File: config.mk
export PLATFORM = sky130hd
export DESIGN_NAME = serial_adder
export DESIGN_NICKNAME = d
export VERILOG_FILES = /design/src/rtl/serial_adder_pkg.sv /design/src/rtl/full_adder.sv /design/src/rtl/serial_adder.sv
export SDC_FILE = /design/constraint.sdc
export NUM_CORES = 1
export LEC_CHECK = 0
export CAP_MARGIN = 10
export CORE_MARGIN = 5
export CORE_UTILIZATION = 30
export CTS_CLUSTER_SIZE = 40
export DETAILED_ROUTE_END_ITERATION = 10
export DONT_BUFFER_PORTS = 1
export HOLD_SLACK_MARGIN = 0.02
export PLACE_DENSITY_LB_ADDON = 0.1
export SYNTH_ARGS = -nofsm -noshare
export SYNTH_HDL_FRONTEND = slang
export SYNTH_SLANG_ARGS = --single-unit
File: constraint.sdc
create_clock -name clk -period 3.2 [get_ports clk]
set_input_delay 0.32 -clock clk [delete_from_list [all_inputs] [get_ports clk]]
set_output_delay 0.32 -clock clk [all_outputs]
set_load 0.05 [all_outputs]
File: src/rtl/serial_adder_pkg.sv
// Shared definitions for the bit-serial adder: FSM encoding, default width
// and the bit-counter sizing helper.
package serial_adder_pkg;

  localparam int DEFAULT_WIDTH = 8;

  typedef enum logic [1:0] {
    IDLE  = 2'd0,
    SHIFT = 2'd1,
    DONE  = 2'd2
  } state_t;

  // Counter must be able to hold the value WIDTH itself, not just WIDTH-1.
  function automatic int cnt_bits(input int width);
    return $clog2(width + 1);
  endfunction

endpackage

File: src/rtl/full_adder.sv
// One-bit combinational full adder used as the serial bit slice.
module full_adder (
  input  logic x,
  input  logic y,
  input  logic z,
  output logic s,
  output logic c
);

  assign s = x ^ y ^ z;
  assign c = (x & y) | (x & z) | (y & z);

endmodule

File: src/rtl/serial_adder.sv
// Bit-serial adder: adds two WIDTH-bit operands plus carry-in one bit per
// clock, LSB first, and presents a registered sum, carry-out and signed
// overflow flag together with a one-cycle done pulse.
module serial_adder
  import serial_adder_pkg::*;
#(
  parameter int WIDTH = DEFAULT_WIDTH
) (
  input  logic             clk,
  input  logic             rst,
  input  logic             start,
  input  logic [WIDTH-1:0] a,
  input  logic [WIDTH-1:0] b,
  input  logic             cin,
  output logic             busy,
  output logic             done,
  output logic [WIDTH-1:0] sum,
  output logic             cout,
  output logic             ovf
);

  localparam int CW = cnt_bits(WIDTH);
  localparam logic [CW-1:0] CNT_END = CW'(WIDTH);
  localparam logic [CW-1:0] CNT_ONE = {{(CW-1){1'b0}}, 1'b1};

  state_t           state_r;
  state_t           next_state_s;
  logic [WIDTH-1:0] a_sh_r;
  logic [WIDTH-1:0] b_sh_r;
  // Holds result bits 0..WIDTH-2; the MSB comes straight from the slice
  // on the final edge, so one bit less of storage is needed.
  logic [WIDTH-2:0] sum_sh_r;
  logic             carry_r;
  logic [CW-1:0]    cnt_r;

  logic             fa_sum_s;
  logic             fa_carry_s;
  logic [CW-1:0]    cnt_inc_s;
  logic             accept_s;
  logic             last_s;
  logic [WIDTH-1:0] sum_next_s;

  full_adder u_fa (
    .x (a_sh_r[0]),
    .y (b_sh_r[0]),
    .z (carry_r),
    .s (fa_sum_s),
    .c (fa_carry_s)
  );

  assign cnt_inc_s  = cnt_r + CNT_ONE;
  assign accept_s   = start && ((state_r == IDLE) || (state_r == DONE));
  assign last_s     = (state_r == SHIFT) && (cnt_inc_s == CNT_END);
  assign sum_next_s = {fa_sum_s, sum_sh_r};

  // State register with synchronous reset.
  always_ff @(posedge clk) begin
    if (rst) begin
      state_r <= IDLE;
    end else begin
      state_r <= next_state_s;
    end
  end

  // Next-state logic; start is only honoured in IDLE or DONE.
  always_comb begin
    next_state_s = state_r;
    case (state_r)
      IDLE: begin
        if (start) begin
          next_state_s = SHIFT;
        end else begin
          next_state_s = IDLE;
        end
      end
      SHIFT: begin
        if (last_s) begin
          next_state_s = DONE;
        end else begin
          next_state_s = SHIFT;
        end
      end
      DONE: begin
        if (start) begin
          next_state_s = SHIFT;
        end else begin
          next_state_s = IDLE;
        end
      end
      default: begin
        next_state_s = IDLE;
      end
    endcase
  end

  // Operand capture and per-bit shifting of operands, partial sum and carry.
  always_ff @(posedge clk) begin
    if (rst) begin
      a_sh_r   <= {WIDTH{1'b0}};
      b_sh_r   <= {WIDTH{1'b0}};
      sum_sh_r <= {(WIDTH-1){1'b0}};
      carry_r  <= 1'b0;
      cnt_r    <= {CW{1'b0}};
    end else if (accept_s) begin
      a_sh_r   <= a;
      b_sh_r   <= b;
      carry_r  <= cin;
      cnt_r    <= {CW{1'b0}};
    end else if (state_r == SHIFT) begin
      a_sh_r   <= {1'b0, a_sh_r[WIDTH-1:1]};
      b_sh_r   <= {1'b0, b_sh_r[WIDTH-1:1]};
      sum_sh_r <= sum_next_s[WIDTH-1:1];
      carry_r  <= fa_carry_s;
      cnt_r    <= cnt_inc_s;
    end else begin
      cnt_r    <= cnt_r;
    end
  end

  // Flopped status and result outputs; results only change on the last bit.
  always_ff @(posedge clk) begin
    if (rst) begin
      busy <= 1'b0;
      done <= 1'b0;
      sum  <= {WIDTH{1'b0}};
      cout <= 1'b0;
      ovf  <= 1'b0;
    end else begin
      busy <= (next_state_s == SHIFT);
      done <= (next_state_s == DONE);
      if (last_s) begin
        sum  <= sum_next_s;
        cout <= fa_carry_s;
        ovf  <= carry_r ^ fa_carry_s;
      end
    end
  end

endmodule

**Word-level counts from Yosys, hierarchy flattened**

Index checks and enable logic that the tools add are counted.

- Muxes and demuxes: 9
- $add $sub $neg: 1
- Bitwise logic cells: 9
- Eq/ne operators: 5
- Reduce and logical (&&, ||, !) cells: 8

Operators with widths:

| operator | number |
|---|---|
| $mux 8 | 4 |
| $add 4x1->4 const B | 1 |
| $eq 2x1->1 const B | 2 |
| $eq 2x2->1 const B | 2 |
| $eq 4x4->1 const B | 1 |
| $pmux 2 s2 | 1 |
| $reduce_or 2->1 | 2 |
| $and 1x1->1 | 3 |
| $mux 1 | 3 |
| $xor 1x1->1 | 3 |
| $logic_and 1x1->1 | 2 |
| $logic_not 2->1 | 1 |
| $mux 2 | 1 |
| $or 1x1->1 | 2 |
| $reduce_and 2->1 | 1 |
| $reduce_bool 2->1 | 1 |
| $logic_or 1x1->1 | 1 |
| $not 1->1 | 1 |

- Input port bits: 20
- Output and inout bits: 12
- Word-level logic and storage cells: 43
- Bits in registers: 42

**Logic depth before layout (Yosys ltp)**

Gate-level depths: netlist of run 1.

- Depth in word-level cells: 6
- Mapped depth: 5
- Mapped depth without buffers: 5

**Modules after synthesis**

Synthesis of run 1 repeated with hierarchy kept, for this count alone.

- Cell total of the unflattened synthesis: 190
- Area total of the unflattened synthesis: 1750.4 sq um

Modules (own cells, without submodules):

| module | times used | cells each | area each (sq um) |
|---|---|---|---|
| serial_adder | 1 | 189 | 1730.4 |
| full_adder | 1 | 1 | 20.0 |

**Worst setup path after synthesis of run 1**

Ideal clock, no wire load.

- Kind: reg2reg
- From: reg cnt_r[0]
- To: reg cout
- Path buffers: 0
- Path slack: 1.714 ns
- Required time: 3.077 ns
- Setup time: 0.123 ns
- Data arrival time: 1.363 ns
- Stages on the path, launching flop included: 5
- Cell sequence: dfxtp_1 > ha_1 > nand2b_1 > o32ai_2 > mux2_1

- Word-level cells in the longest chain between the ends: 3

Ends and longest elaborated chain:

| item | RTL line | text |
|---|---|---|
| start: declaration | serial_adder.sv:34 | `logic [CW-1:0] cnt_r;` |
| start signal: assignment | serial_adder.sv:103 | `cnt_r <= {CW{1'b0}};` |
| start signal: assignment | serial_adder.sv:108 | `cnt_r <= {CW{1'b0}};` |
| start signal: assignment | serial_adder.sv:114 | `cnt_r <= cnt_inc_s;` |
| $add 4x1->4 | serial_adder.sv:51 | `assign cnt_inc_s = cnt_r + CNT_ONE;` |
| $eq 4x4->1 | serial_adder.sv:53 | `assign last_s = (state_r == SHIFT) && (cnt_inc_s == CNT_END);` |
| $logic_and 1x1->1 | serial_adder.sv:53 |  |
| end signal: assignment | serial_adder.sv:133 | `cout <= fa_carry_s;` |
| end: declaration | serial_adder.sv:18 | `output logic cout,` |

No other way between the ends.
A chain may end at the register's enable or synchronous reset.

**Worst setup path in the final report of run 1**

- From: reg state_r[0]
- To: reg sum[7]

- Word-level cells in the longest chain between the ends: 2

Ends and longest elaborated chain:

| item | RTL line | text |
|---|---|---|
| start: declaration | serial_adder.sv:26 | `state_t state_r;` |
| start signal: assignment | serial_adder.sv:61 | `state_r <= next_state_s;` |
| $eq 2x1->1 | serial_adder.sv:53 |  |
| $logic_and 1x1->1 | serial_adder.sv:53 |  |
| end signal: assignment | serial_adder.sv:125 | `sum <= {WIDTH{1'b0}};` |
| end signal: assignment | serial_adder.sv:132 | `sum <= sum_next_s;` |
| end: declaration | serial_adder.sv:17 | `output logic [WIDTH-1:0] sum,` |

No other way between the ends.

==> results.rst, run 1 <==
.. list-table::
   :header-rows: 1

   * - Metric
     - Value
   * - Synthesized area per cell
     - 8.58 sq um
   * - Mean routed wirelength per cell
     - 13.3 um
   * - Placed cell area
     - 1790 sq um
   * - Largest cells by area after synthesis
     - sky130_fd_sc_hd__dfxtp_1 (48%), sky130_fd_sc_hd__nand2_1 (12%), sky130_fd_sc_hd__a311oi_1 (6.5%), sky130_fd_sc_hd__mux2i_1 (6.3%), sky130_fd_sc_hd__nor2_1 (3.6%)
   * - CP max FO
     - 30
   * - Capture point of the worst reg-to-reg path
     - sum[7]
   * - Share of cells above drive strength 1
     - 0.0600
   * - Wire length of the first global-routing pass
     - 6.21 mm
   * - Reported max-cap violation count
     - 0
   * - Setup Total Neg Slack
     - 0 ps
   * - Crit path capture type
     - flip-flop
   * - Vias in the first global route
     - 1252
   * - Die extent in x
     - 86.4 um
   * - Violation count after the first detailed-routing iteration
     - 75
   * - Area of the die
     - 7460 sq um
   * - Final Critical Period
     - 1780 ps
   * - Portion of the post-synthesis area used by sequential elements
     - 0.480
   * - Vias
     - between 1000 and 1500
   * - Commonest cells after routing, fill and taps aside
     - sky130_fd_sc_hd__nand2_1 (56), sky130_fd_sc_hd__dfxtp_1 (42), sky130_fd_sc_hd__nor2_1 (17), sky130_fd_sc_hd__a311oi_1 (13)
   * - Count of buffers added by post-CTS timing repair for setup
     - 0
   * - Top cell type by total area after synthesis
     - sky130_fd_sc_hd__dfxtp_1
   * - Area of all placed cells without fillers
     - between 1500 and 2000 sq um
   * - Overall global routing resource usage
     - 0.103
   * - Worst R2R Start
     - state_r[0]
   * - Crit start category
     - flip-flop
   * - Clock Skew
     - 5.97 ps
   * - Core Footprint
     - 5570 sq um
   * - Weighted congestion at the end of routability-driven global placement
     - 0.707
   * - NumNets Final
     - 222
   * - Maximum number of pins on one net before global-route repair
     - 36
   * - Die height
     - 86.4 um
   * - Overflow after GRT
     - 0
   * - Logic depth of the worst register-to-register path
     - 6
   * - Final design utilization
     - 0.341
   * - Layout-stage area growth over the synthesis result
     - 8.72%
   * - Worst setup slack for register-to-register paths
     - ~1400 ps
   * - Worst Hold Endpoint
     - sum_sh_r[4]
   * - Classification of the worst setup path
     - flip-flop to flip-flop
   * - Number of antenna violations at the first check in global routing
     - 0
   * - Worst slack, placed
     - 1400 ps
   * - Transition time at the pin with the least slew margin
     - 1070 ps
   * - Worst Hold Path Cells
     - 1
   * - Power per unit of standard cell area
     - 553 nW/um^2
   * - Count of nets left with antenna violations after detail routing
     - 0
   * - Number of failing hold endpoints at the final stage
     - 0
   * - DRC violations left
     - 0
   * - Pre-Repair DR Iteration Count
     - 4
   * - Worst endpoint required time
     - 3380 ps
   * - Number of buffers on the longest clock path
     - 2
   * - Final routed wirelength across all metal layers
     - between 3 and 4 mm
   * - Result of the run
     - completed
   * - Post-DP HPWL
     - 2.45 mm
   * - RSZ-0062 raised after global routing
     - false
   * - Origin of the worst min-delay path
     - rst
   * - Number of failing setup endpoints in the final timing report
     - 0
   * - Data arrival time of the critical path
     - 1960 ps
   * - Maximum vdd ir drop
     - roughly 210 uV
   * - Netlist Area Pre-Place
     - between 1500 and 2000 sq um
   * - Normalized max-slew margin
     - 0.289
   * - Post-synthesis register bit count
     - 42
   * - Master cell of the clock root buffer
     - sky130_fd_sc_hd__clkbuf_8
   * - Class of the tightest hold or removal check
     - input pin to flip-flop
   * - Most common cell after layout, fill and taps aside
     - sky130_fd_sc_hd__nand2_1
   * - Number of core rows
     - 27
   * - Cts hold-fix bufs
     - 0
   * - Synth unique cells
     - 27
   * - Total leakage power
     - 0.639 nW
   * - Share of the synthesized area in the top cell type
     - 0.480
   * - Synthesized Nets
     - between 200 and 250
   * - Gate count of the mapped netlist
     - 204
   * - Clock tree from TritonCTS
     - yes
   * - Inserted Clock Buffers
     - 5
   * - Final cycle utilization of the critical path
     - 0.555
   * - Count of port buffers added during placement
     - 0
   * - Yosys warning total
     - 0
   * - Initial Utilization
     - 0.314
   * - Diodes inserted
     - 0
   * - Clock-pin slew reported for the worst setup and hold paths after clock tree synthesis
     - 80 ps
   * - Sink count of the clock tree
     - 42
   * - Highest attainable clock frequency
     - between 500 and 600 MHz
   * - Worst-Skew Late Latency
     - 290 ps
   * - Gates resized, CTS repair
     - 0
   * - Count of H-tree levels built during CTS
     - 2
   * - Boundary pin count
     - 32
   * - Final worst-path setup slack
     - between 1000 and 1500 ps
   * - Via-to-Cell Ratio
     - 4.85
   * - Pins over their slew limit
     - 0
-- logic make-up (layout without fill, tap and decap cells) --
family	Yosys count	count (layout)	share of synthesized area
AOI/OAI and AO/OA	28	28	0.119
and+or+nand+nor	94	94	0.226
adders and majority gates	3	3	0.0257
buffers and inverters	19	15	0.0479
DFF	42	42	0.480
muxes	13	13	0.0758
xor gates and xnor gates	5	5	0.0250
-- sequential cells by signal (all words and copies together) (netlist names) --
name	flops
cout	1
state_r	2
a_sh_r	8
done	1
sum	8
carry_r	1
b_sh_r	8
sum_sh_r	7
cnt_r	4
busy	1
ovf	1
-- per-stage QoR --
step                std cells  total power, W  hold slack, ps
floorplan                 204        0.000646             437
global placement          264        0.000658             395
detailed placement        264        0.000659             397
CTS                       272         0.00107            81.2
global route              272         0.00110            72.4
finish                    272         0.00105            91.6
-- layout make-up --
cell class              instances  area [sq um]
clock buffers                   5          68.8
clock inverters                 3          40.0
fillers                       587          3670
inverters                       4          15.0
multi-input cells             143           826
flip-flops and latches         42           841
well taps                      72          90.1
repair buffers                  3          22.5
-- cells in the mapped netlist --
cell and number:
sky130_fd_sc_hd__mux2i_1 11, sky130_fd_sc_hd__clkbuf_1 10, sky130_fd_sc_hd__o221ai_1 1, sky130_fd_sc_hd__a211oi_1 1
sky130_fd_sc_hd__a22oi_1 1, sky130_fd_sc_hd__and2_1 2, sky130_fd_sc_hd__buf_2 4, sky130_fd_sc_hd__dfxtp_1 42
sky130_fd_sc_hd__xor2_1 3, sky130_fd_sc_hd__nand2_1 56, sky130_fd_sc_hd__nor3_1 6, sky130_fd_sc_hd__xnor2_1 2
sky130_fd_sc_hd__nand4_1 2, sky130_fd_sc_hd__clkinv_1 1, sky130_fd_sc_hd__and2b_1 1, sky130_fd_sc_hd__a311oi_1 13
sky130_fd_sc_hd__o32ai_2 1, sky130_fd_sc_hd__fa_1 1, sky130_fd_sc_hd__ha_1 2, sky130_fd_sc_hd__nor2b_1 3
sky130_fd_sc_hd__inv_1 3, sky130_fd_sc_hd__nand3_1 3, sky130_fd_sc_hd__a21oi_1 11, sky130_fd_sc_hd__mux2_1 2
sky130_fd_sc_hd__nor2_1 17, sky130_fd_sc_hd__nand2b_1 4, sky130_fd_sc_hd__buf_6 1
-- power by group --
group | internal (W) | switching, W | total [W]
clock | 0.000230 | 0.000177 | 0.000406
combinational | 0.0000304 | 0.0000524 | 0.0000828
sequential | 0.000546 | 0.0000172 | 0.000563
total | 0.000806 | 0.000246 | 0.00105
-- layer usage --
metal | global-route usage | share of wire | vias up
li1 | - | - | 677
met3 | 0.0523 | 0.086 | 5
met4 | 0.0340 | 0.014 | 0
met1 | 0.130 | 0.49 | 609
met5 | 0 | 0 | -
met2 | 0.153 | 0.41 | 29
-- critical path, cell delays in order, from the launching register on --
cell	delay (ps)
sky130_fd_sc_hd__dfxtp_1	360
sky130_fd_sc_hd__and2b_1	130
sky130_fd_sc_hd__buf_4	300
sky130_fd_sc_hd__nand4_1	160
sky130_fd_sc_hd__o32ai_2	130
sky130_fd_sc_hd__buf_4	250
sky130_fd_sc_hd__mux2_1	340
-- worst max-delay path by stage --
stage                           from  endpoint  depth (start not counted)
after global routing      state_r[0]    sum[7]                          6
final                     state_r[0]    sum[7]                          6
after global placement    state_r[1]      cout                          6
after CTS                 state_r[0]    sum[7]                          6
after floorplan             cnt_r[0]      cout                          4
after detailed placement  state_r[0]    sum[7]                          6
Note: power is estimated with default switching activity, not from simulation.
==> inputs of run 2 (changes only) <==
==> constraint.sdc (replaced) <==
create_clock -name clk -period 1.5 [get_ports clk]
set_input_delay 0.15 -clock clk [delete_from_list [all_inputs] [get_ports clk]]
set_output_delay 0.15 -clock clk [all_outputs]
set_load 0.05 [all_outputs]
==> results.rst, run 2 (same netlist as run 1, synthesis figures left out) <==
.. list-table::
   :header-rows: 1

   * - Metric
     - Value
   * - Final routed wirelength across all metal layers
     - 3.97 mm (+9.3%)
   * - Data arrival time of the critical path
     - 1750 ps (-210 ps)
   * - Area of the die
     - 7460 sq um (unchanged)
   * - Class of the tightest hold or removal check
     - input pin to flip-flop
   * - Worst Hold Path Cells
     - 2 (+1)
   * - RSZ-0062 raised after global routing
     - true
   * - Vias in the first global route
     - 1421 (+13%)
   * - Final cycle utilization of the critical path
     - 1.03 (+0.471)
   * - CP max FO
     - 5 (-83%)
   * - Die extent in x
     - 86.4 um (unchanged)
   * - Maximum number of pins on one net before global-route repair
     - 31 (-14%)
   * - Clock network fraction of design power
     - 0.341 (-0.045)
   * - Overall global routing resource usage
     - 0.115 (+0.0115)
   * - Switch share
     - 0.249 (+0.0145)
   * - Layout-stage area growth over the synthesis result
     - 21.0%
   * - Via-to-Cell Ratio
     - 4.85 (-0.16%)
   * - Number of antenna violations at the first check in global routing
     - 0 (unchanged)
   * - Origin of the worst min-delay path
     - b[2]
   * - Commonest cells after routing, fill and taps aside
     - sky130_fd_sc_hd__nand2_1 (56), sky130_fd_sc_hd__dfxtp_1 (40), sky130_fd_sc_hd__nor2_1 (17), sky130_fd_sc_hd__buf_4 (17), sky130_fd_sc_hd__a311oi_1 (13)
   * - Transition time at the pin with the least slew margin
     - 1140 ps (+71.6 ps)
   * - Pins over their slew limit
     - 0 (unchanged)
   * - Clock Skew
     - 4.29 ps (-1.68 ps)
   * - NumNets Final
     - 241 (+8.6%)
   * - Weighted congestion at the end of routability-driven global placement
     - 0.725 (+2.5%)
   * - Portion of total power attributed to sequential cells
     - 0.558 (+0.023)
   * - Wire length of the first global-routing pass
     - 6.91 mm (+11%)
   * - Boundary pin count
     - 32 (unchanged)
   * - Pre-Repair DR Iteration Count
     - 4 (unchanged)
   * - Result of the run
     - finished, violations left
   * - Post-DP HPWL
     - 2.65 mm (+7.8%)
   * - Crit start category
     - flip-flop
   * - Violation count after the first detailed-routing iteration
     - 69 (-8.0%)
   * - Highest attainable clock frequency
     - 649 MHz (+15%)
   * - Worst R2R Start
     - cnt_r[0]
   * - Number of core rows
     - 27 (unchanged)
   * - DRC violations left
     - 0 (unchanged)
   * - Worst-Skew Late Latency
     - 290 ps (about the same)
   * - Count of port buffers added during placement
     - 0 (unchanged)
   * - Share of cells above drive strength 1
     - 0.169 (+0.109)
   * - Most common cell after layout, fill and taps aside
     - sky130_fd_sc_hd__nand2_1
   * - Worst endpoint required time
     - 1710 ps (-1670 ps)
   * - Final design utilization
     - 0.380 (+0.0386)
   * - Core Footprint
     - 5570 sq um (unchanged)
   * - Clock tree from TritonCTS
     - yes
   * - Capture point of the worst reg-to-reg path
     - sum[3]
   * - CP startpoint
     - cnt_r[0]
   * - Crit path capture type
     - flip-flop
   * - Logic depth of the worst register-to-register path
     - 5 (-1)
   * - Sink count of the clock tree
     - 42 (unchanged)
   * - Number of buffers on the longest clock path
     - 2 (unchanged)
   * - Vias
     - 1410 (+6.8%)
   * - Final Critical Period
     - 1540 ps (-237 ps)
   * - Mean routed wirelength per cell
     - 13.6 um (+2.1%)
   * - Violated checks
     - negative setup slack
   * - Total internal power
     - 0.00162 W (+100%)
   * - Leading registers by flop count
     - a_sh_r x8, b_sh_r x8, sum x8
   * - Initial Utilization
     - 0.314 (unchanged)
   * - Total leakage power
     - 0.744 nW (+16%)
   * - Maximum vdd ir drop
     - 376 uV (+77%)
   * - Final worst-path setup slack
     - -40.2 ps (-1460 ps)
   * - Classification of the worst setup path
     - flip-flop to flip-flop
   * - Power per unit of standard cell area
     - 1020 nW/um^2 (+84%)
   * - Worst setup slack for register-to-register paths
     - -40 ps (-1460 ps)
   * - Normalized max-slew margin
     - 0.242 (-0.0477)
   * - Die height
     - 86.4 um (unchanged)
   * - Clock-pin slew reported for the worst setup and hold paths after clock tree synthesis
     - 80 ps (about the same)
   * - Inserted Clock Buffers
     - 5 (unchanged)
   * - Number of failing setup endpoints in the final timing report
     - 7 (+7)
   * - Worst Hold Endpoint
     - b_sh_r[2]
   * - Overflow after GRT
     - 0 (unchanged)
   * - Count of H-tree levels built during CTS
     - 2 (unchanged)
   * - FILL cells
     - 604 (+2.9%)
   * - Logic pwr share
     - 0.101 (+0.022)
   * - Number of failing hold endpoints at the final stage
     - 0 (unchanged)
   * - Worst slack, placed
     - -81.8 ps (-1480 ps)
   * - Reported max-cap violation count
     - 0 (unchanged)
   * - Count of nets left with antenna violations after detail routing
     - 0 (unchanged)
   * - Net Switching
     - 0.000536 W (+120%)
   * - Master cell of the clock root buffer
     - sky130_fd_sc_hd__clkbuf_8
   * - Diodes inserted
     - 0 (unchanged)
==> run 2: cell types whose count changed in the layout (fill, tap and decap cells not counted), sizes merged <==
cell          delta
buf             +18
bufinv           -1
clkbuf           +2
clkinv           -1
dlymetal6s4s     +1
==> run 2: repair_timing <==
item | in CTS | in global routing
hold endpoints to repair | 30 | 0
pin swaps | 1 | 1
endpoints found under the setup margin | 11 | 41
hold buffers | 1 | 0
gates cloned | 1 | 0
resized for setup | 12 | 4
setup buffers | 0 | 0
==> run 2: worst max-delay path, stage by stage, from the launching register on <==
cell	delay, ps
sky130_fd_sc_hd__dfxtp_2	360
sky130_fd_sc_hd__ha_4	170
sky130_fd_sc_hd__nand2b_4	150
sky130_fd_sc_hd__o32ai_4	410
sky130_fd_sc_hd__buf_6	190
sky130_fd_sc_hd__mux2i_1	190
==> run 2: routing by layer <==
| metal | up-vias | part of all wire | routed length, um | GRT usage |
|---|---|---|---|---|
| met2 | 30 | 0.45 | 1780 | 0.179 |
| met5 | - | 0 | 0 | 0 |
| met3 | 7 | 0.070 | 277 | 0.0447 |
| met1 | 663 | 0.46 | 1840 | 0.142 |
| met4 | 0 | 0.016 | 63 | 0.0453 |
| li1 | 710 | - | - | - |
==> run 2: worst max-delay path by stage <==
stage	to	slack, ps
6_report	sum[3]	-40
3_3_place_gp	sum[2]	-7
4_1_cts	sum[3]	-20
5_1_grt	sum[3]	-100
2_1_floorplan	cout	10
3_5_place_dp	sum[3]	-80
==> run 2: stage by stage <==
step	instances	total power (W)	hold slack, ps	instance area [sq um]	setup TNS [ps]
after detailed placement	281	0.00143	228	1930	-431
after CTS	291	0.00219	29.1	2100	-19.1
after global placement	281	0.00142	226	1930	-43.3
after floorplan	204	0.00138	324	1750	0
final	291	0.00216	38.6	2120	-142
after global routing	291	0.00228	44.4	2120	-767
==> run 2: cell type report <==
type                    count  area [sq um]  share of cell area
clock inverters             1          5.00             0.00236
repair buffers             22           194              0.0916
multi-input cells         143           885               0.418
inverters                   4          15.0             0.00709
well taps                  72          90.1              0.0425
clock buffers               7          86.3              0.0408
flip-flops and latches     42           843               0.398
==> run 2: power by group through the flow <==
stage	Combinational [W]	Sequential (W)	Clock [W]
5_1_grt	0.000245	0.00121	0.000822
6_report	0.000219	0.00120	0.000735
3_3_place_gp	0.000197	0.00122	0
4_1_cts	0.000220	0.00120	0.000762
2_1_floorplan	0.000159	0.00122	0
3_5_place_dp	0.000202	0.00123	0
